`src/rtl/con_dm_bridge.sv`:
```
// Byte-command bridge: framed serial commands become word reads/writes on the
// datamem protocol-controller port; read data and write acks return as bytes.
module con_dm_bridge #(
    parameter int unsigned ADDR_BITS  = 11,
    parameter int unsigned DATA_WIDTH = 32,
    parameter int unsigned TIMEOUT    = 50000,
    parameter logic [7:0]  ACK_BYTE   = 8'h06
) (
    input  logic                  con_clk,
    input  logic                  rst,
    input  logic [7:0]            rx_data,
    input  logic                  rx_valid,
    output logic [7:0]            tx_data,
    output logic                  tx_valid,
    input  logic                  tx_ready,
    output logic [3:0]            con_write,
    output logic [ADDR_BITS-1:0]  con_addr,
    output logic [DATA_WIDTH-1:0] con_in,
    input  logic [DATA_WIDTH-1:0] con_out,
    output logic                  busy,
    output logic                  err
);

    localparam int unsigned TW = $clog2(TIMEOUT + 1);

    typedef enum logic [3:0] {
        StIdle, StAddrHi, StAddrLo, StData, StWrite, StRdAddr, StRdCap, StTx, StAck
    } state_e;

    state_e                state_q, state_d;
    logic                  op_wr_q, op_wr_d;
    logic [1:0]            cnt_q, cnt_d;
    logic [TW-1:0]         tmo_q, tmo_d;
    logic [ADDR_BITS-1:0]  addr_q, addr_d;
    logic [DATA_WIDTH-1:0] din_q, din_d;
    logic [DATA_WIDTH-1:0] cap_q, cap_d;
    logic                  err_q, err_d;
    logic                  timed_out;

    // Silence counted only while a frame is being received.
    assign timed_out = !rx_valid && (tmo_q == TW'(TIMEOUT - 1));

    always_comb begin
        state_d   = state_q;
        op_wr_d   = op_wr_q;
        cnt_d     = cnt_q;
        tmo_d     = '0;
        addr_d    = addr_q;
        din_d     = din_q;
        cap_d     = cap_q;
        err_d     = 1'b0;
        con_write = 4'h0;
        tx_valid  = 1'b0;
        tx_data   = 8'h00;

        if (state_q == StAddrHi || state_q == StAddrLo || state_q == StData) begin
            tmo_d = rx_valid ? '0 : tmo_q + TW'(1);
        end

        case (state_q)
            StIdle: begin
                if (rx_valid) begin
                    if (rx_data == 8'h57 || rx_data == 8'h52) begin
                        op_wr_d = (rx_data == 8'h57);
                        state_d = StAddrHi;
                    end else begin
                        err_d = 1'b1;
                    end
                end
            end
            StAddrHi: begin
                if (rx_valid) begin
                    addr_d[ADDR_BITS-1:8] = rx_data[ADDR_BITS-9:0];
                    state_d = StAddrLo;
                end else if (timed_out) begin
                    err_d   = 1'b1;
                    state_d = StIdle;
                end
            end
            StAddrLo: begin
                if (rx_valid) begin
                    addr_d[7:0] = rx_data;
                    cnt_d       = 2'd0;
                    state_d     = op_wr_q ? StData : StRdAddr;
                end else if (timed_out) begin
                    err_d   = 1'b1;
                    state_d = StIdle;
                end
            end
            StData: begin
                if (rx_valid) begin
                    din_d[8*cnt_q +: 8] = rx_data;
                    cnt_d = cnt_q + 2'd1;
                    if (cnt_q == 2'd3) state_d = StWrite;
                end else if (timed_out) begin
                    err_d   = 1'b1;
                    state_d = StIdle;
                end
            end
            StWrite: begin
                con_write = 4'hF;
                err_d     = rx_valid;
                state_d   = StAck;
            end
            StRdAddr: begin
                // Memory samples con_addr at the end of this cycle.
                err_d   = rx_valid;
                state_d = StRdCap;
            end
            StRdCap: begin
                cap_d   = con_out;
                cnt_d   = 2'd0;
                err_d   = rx_valid;
                state_d = StTx;
            end
            StTx: begin
                tx_valid = 1'b1;
                tx_data  = cap_q[8*cnt_q +: 8];
                err_d    = rx_valid;
                if (tx_ready) begin
                    cnt_d = cnt_q + 2'd1;
                    if (cnt_q == 2'd3) state_d = StIdle;
                end
            end
            StAck: begin
                tx_valid = 1'b1;
                tx_data  = ACK_BYTE;
                err_d    = rx_valid;
                if (tx_ready) state_d = StIdle;
            end
            default: state_d = StIdle;
        endcase
    end

    always_ff @(posedge con_clk or posedge rst) begin
        if (rst) begin
            state_q <= StIdle;
            op_wr_q <= 1'b0;
            cnt_q   <= 2'd0;
            tmo_q   <= '0;
            addr_q  <= '0;
            din_q   <= '0;
            cap_q   <= '0;
            err_q   <= 1'b0;
        end else begin
            state_q <= state_d;
            op_wr_q <= op_wr_d;
            cnt_q   <= cnt_d;
            tmo_q   <= tmo_d;
            addr_q  <= addr_d;
            din_q   <= din_d;
            cap_q   <= cap_d;
            err_q   <= err_d;
        end
    end

    assign con_addr = addr_q;
    assign con_in   = din_q;
    assign err      = err_q;
    assign busy     = (state_q != StIdle);

endmodule

```
`config.mk`:
```
export PLATFORM = sky130hd
export DESIGN_NAME = con_dm_bridge
export DESIGN_NICKNAME = d
export VERILOG_FILES = /design/src/rtl/con_dm_bridge.sv
export SDC_FILE = /design/constraint.sdc
export NUM_CORES = 1
export LEC_CHECK = 0
export ABC_AREA = 1
export CORE_MARGIN = 2
export CORE_UTILIZATION = 40
export CTS_CLUSTER_SIZE = 30
export DETAILED_ROUTE_END_ITERATION = 8
export DONT_BUFFER_PORTS = 1
export GPL_ROUTABILITY_DRIVEN = 0
export PLACE_DENSITY = 0.58
export SYNTH_ARGS = -nofsm -noshare
export SYNTH_HDL_FRONTEND = slang
export SYNTH_SLANG_ARGS = --single-unit
```
`constraint.sdc`:
```
create_clock -name con_clk -period 7.7 [get_ports con_clk]
set_input_delay 1.54 -clock con_clk [delete_from_list [all_inputs] [get_ports con_clk]]
set_output_delay 1.54 -clock con_clk [all_outputs]
set_load 0.02 [all_outputs]
```
After elaboration in Yosys (flattened, before gate mapping)
Cells that the tools add are included.
{ "totals": {"ff_bits": 99} }
{ "classes": {"mux": 27, "n_reduce_logical": 17, "add_sub_neg": 3, "shift": 3, "n_eq_ne": 20} }
{ "op_table": {"columns": ["operator", "n"], "rows": [
  ["4-bit two-way mux", 11],
  ["4-bit case mux with 9 select lines", 1],
  ["5-bit negation with 34-bit output", 1],
  ["8-bit by 34-bit variable shift with 32-bit output, first input constant", 1],
  ["8-bit by 34-bit indexed part select with 32-bit output", 1],
  ["32-bit bitwise mux", 1],
  ["16-bit two-way mux", 2],
  ["32-bit by 6-bit indexed part select with 8-bit output", 1],
  ["16-bit by 1-bit adder with 16-bit output, second input constant", 1],
  ["16-bit equality test, second input constant", 1],
  ["4-bit by 3-bit equality test with 1-bit output, second input constant", 4],
  ["8-bit by 7-bit equality test with 1-bit output, second input constant", 2],
  ["8-bit case mux with 2 select lines", 1],
  ["2-bit != test, second input constant", 7],
  ["4-bit by 2-bit equality test with 1-bit output, second input constant", 2],
  ["2-bit case mux with 4 select lines", 1],
  ["4-bit nonzero test", 2],
  ["2-bit two-way mux", 3],
  ["2-bit AND reduction", 3],
  ["6-bit AND reduction", 1],
  ["1-bit two-way mux", 5],
  ["5-bit OR reduction", 1],
  ["4-bit by 1-bit equality test with 1-bit output, second input constant", 1],
  ["4-bit equality test, second input constant", 1],
  ["other kinds (13)", 15]
]} }

Longest topological paths before layout
{ "logic_depth": {"word_depth": 5, "ltp_mapped": 10, "mapped_depth_nobuf": 10} }

Worst setup path before layout
No wires, ideal clock.
{ "synth_timing": {"kind": "register to output", "start": "register cnt_q[0]", "end": "output port tx_data[0]", "t_required_ps": 6160, "arrival_ps": 1357, "path_stages_with_launch": 5, "path_slack_ps": 4803, "cell_sequence": "dfrtp_1 inv_1 clkbuf_1 o21ai_0 a21oi_1"} }
{ "synth_via": {"elab_chain_len": 2} }
{ "synth_lines": {"columns": ["element", "line_no", "source"], "rows": [
  ["start, declared", "32", "logic [1:0] cnt_q, cnt_d;"],
  ["start signal, assigned", "148", "cnt_q <= cnt_d;"],
  ["32-bit by 6-bit indexed part select with 8-bit output", "118", "tx_data = cap_q[8*cnt_q +: 8];"],
  ["8-bit case mux with 2 select lines", "60", "case (state_q)"],
  ["end, declared", "13", "output logic [7:0] tx_data,"]
]} }
No other way between the ends.

Worst setup path after layout
{ "layout_timing": {"start": "register cnt_q[0]", "end": "output port tx_data[6]"} }
Same word-level chain as after synthesis.

==> reports/metrics.yaml <==
synthesis:
  synth_area_leaders: "dfrtp_1, nand2_1, o21ai_0, nand3_1, inv_1"
  yosys.area.top_type: "dfrtp_1"
  syn_area_per_cell_um2: 7.96
  seq_area_frac_synth: 0.508
  synthMostInstantiatedCell: "nand2_1"
  yosys-top-cells-count: "nand2_1, dfrtp_1, o21ai_0"
  async_flop_share: 1.00
  syn_area_mm2: 0.00488
  synth_seq_cells: 99
  synth_top_area_share: 0.508
  synth_cell_types: 30
  syn_nets: 664
  yosys_warnings: 0
  synth_flop_cell: "dfrtp_1"
  synth_cells: 613
  synth_edf_count: 0
routing:
  vias: 3872
  postRouteAntennaNets: 0
  wl_um: 11700
  drc: 0
  first_pass_iters: 4
  wl_per_cell_um: 15.5
  vias_per_cell: 5.13
  drt_iter0_drc: 174
timing:
  rsz0062_at_grt: "no"
  fmax_mhz: 243
  tns_ns: 0
  final-hold-violation-count: 0
  slew_viol_final: 0
  fin_crit_ns: 4.12
  tightest_slew_ns: 0.994
  min_period_over_period: 0.535
  finClkSkew_ns: 0.00791
  setup_violations: 0
  fin_ws_ns: 3.58
  timing.slew.headroom: 0.332
critical_path:
  criticalPathCategory: "reg2out"
  r2r-start: "cnt_q[0]"
  cp.required_ns: 6.16
  crit_slowest_cell: "dfrtp_1"
  cp-start-kind: "register"
  critPathTopFamily: "flip-flops"
  crit_chain: "inv_1, a21oi_1, o21ai_0, a21oi_1"
  worst_ep_arrival_time_ns: 2.58
  crit_path_frequent_cell: "a21oi_1"
  cpPeakStageDelay_ns: 0.86
  end_kind: "primary output"
  path_max_fanout: 27
  critPathBufInv: 1
  crit_start: "cnt_q[0]"
die:
  start_util: 0.408
  die_w_um: 114
  fp-row-count: 40
  io_pins: 102
  coreArea_mm2: 0.0120
  fp.dieH_um: 114
  dieArea_mm2: 0.0131
power_and_ir_drop:
  power.density_mw_per_mm2: 366
  p_leak_nw: 2.60
  vdd_ir_drop_max_uv: 248
layout:
  antennaDiodeCount: 0
  nets: 656
  drive_gt1_frac: 0.0691
  fillers: 1218
  design_area_mm2: 0.00524
  area_delta_synth_final_pct: 7.46
clock_tree:
  clockBufferDepth: 2
  cts_max_level: 3
  numCtsBuffers: 9
  cts_tree: "built"
  ctsResizeCount: 0
  clkTransAtPathRegs_ns: 0.07
  clk-insertion-delay-late_ns: 0.35
  cts_sinks: 99
  cts_setup_buffers: 0
  hold_buffers: 0
  clock-root-buffer: "clkbuf_16"
place:
  post-place-ws_ns: 3.94
  dpl_cell_area_mm2: 0.00495
  io_buffers: 0
  dp.final_hpwl_um: 8480
grt:
  grt_pass1_wl_um: 18900
  grt_max_degree: 62
  grt_overflow: 0
  first_global_vias: 3746
  antenna_found_initial: 0
  grt_usage: 0.185
flow_run:
  maxCapViolCount: 0
worst_hold_path:
  hold_class: "reg2reg"
  hold_start: "tmo_q[0]"
status:
  status: "finished clean"
-- area by class of cell --
cell class                 count  area, um2  share of cell area
clock buffer                   9        225              0.0429
clock inverter                 5       63.8              0.0122
inverter                      60        228              0.0434
multi-input combinational    432       2040               0.390
sequential                    99       2480               0.472
tap                          147        184              0.0351
timing repair buffer           3       22.5             0.00429
-- metal layers --
metal | vias to the layer above | global-route usage | wire length, um
met2 | 95 | 0.288 | 5420
li1 | 1976 | - | -
met1 | 1790 | 0.247 | 5410
met3 | 11 | 0.0646 | 746
met5 | - | 0 | 0
met4 | 0 | 0.0472 | 106
-- report_power, final --
part / total [W] / internal [W] / switching, W
combinational: 0.000591 / 0.000174 / 0.000417
clock: 0.000443 / 0.000250 / 0.000192
sequential: 0.000883 / 0.000681 / 0.000202
total: 0.00192 / 0.00111 / 0.000811
-- worst paths after layout --
| check | to | slack (ns) | cells past startpoint |
|---|---|---|---|
| setup / recovery | tx_data[6] | 3.58 | 4 |
| hold / removal | tmo_q[0] | 0.46 | 1 |
| hold reg to reg | tmo_q[0] | 0.46 | 1 |
| min in group asynchronous | con_in[8] | 1.08 | 1 |
| max in group asynchronous | con_addr[9] | 5.44 | 2 |
| setup reg to reg | con_in[3] | 4.49 | 5 |
-- flip-flops by register name, summed over array words and instances (netlist names) --
register / flops
con_addr: 11
state_q: 4
cnt_q: 2
cap_q: 32
tmo_q: 16
op_wr_q: 1
con_in: 32
err: 1
-- kinds of logic (layout without fill, tap and decap cells) --
logic type | count (synthesis) | in the layout | synth area share
multiplexers | 2 | 2 | 0.00615
flip-flops | 99 | 99 | 0.508
buffers and inverters | 82 | 77 | 0.0741
XOR/XNOR | 1 | 1 | 0.00180
adder cells (fa/ha/maj) | 7 | 7 | 0.0179
AND/OR/NAND/NOR | 312 | 312 | 0.275
AO/OA/AOI/OAI | 110 | 110 | 0.117
-- cell usage in the layout, fill, tap and decap left out, types with 2 or more instances in the layout --
cell       synthesis  final
clkbuf_16          0      9
o41ai_1            2      2
nor2_1            51     50
clkinv_4           0      2
nand2_1          172    172
nor3_1            17     17
buf_4              4      3
nand2_2            5      5
o21ai_0           61     61
nand4_1            7      7
inv_1             54     53
ha_1               7      7
o21ai_1           16     16
nand3_1           50     50
mux2_4             2      2
inv_2              6      6
nor2_4             2      2
nor2_2             6      7
a21oi_1           25     25
dfrtp_1           99     99
-- through the flow --
stage / hold slack [ns] / util / total power, W / std cells
final: 0.461 / 0.438 / 0.00192 / 755
after global routing: 0.475 / 0.438 / 0.00207 / 755
after CTS: 0.466 / 0.438 / 0.00194 / 755
after detailed placement: 0.453 / 0.414 / 0.00149 / 741
after global placement: 0.446 / 0.414 / 0.00148 / 741
after floorplan: 0.432 / - / 0.00135 / 613
No activity file was read; power rests on OpenSTA's default activity.
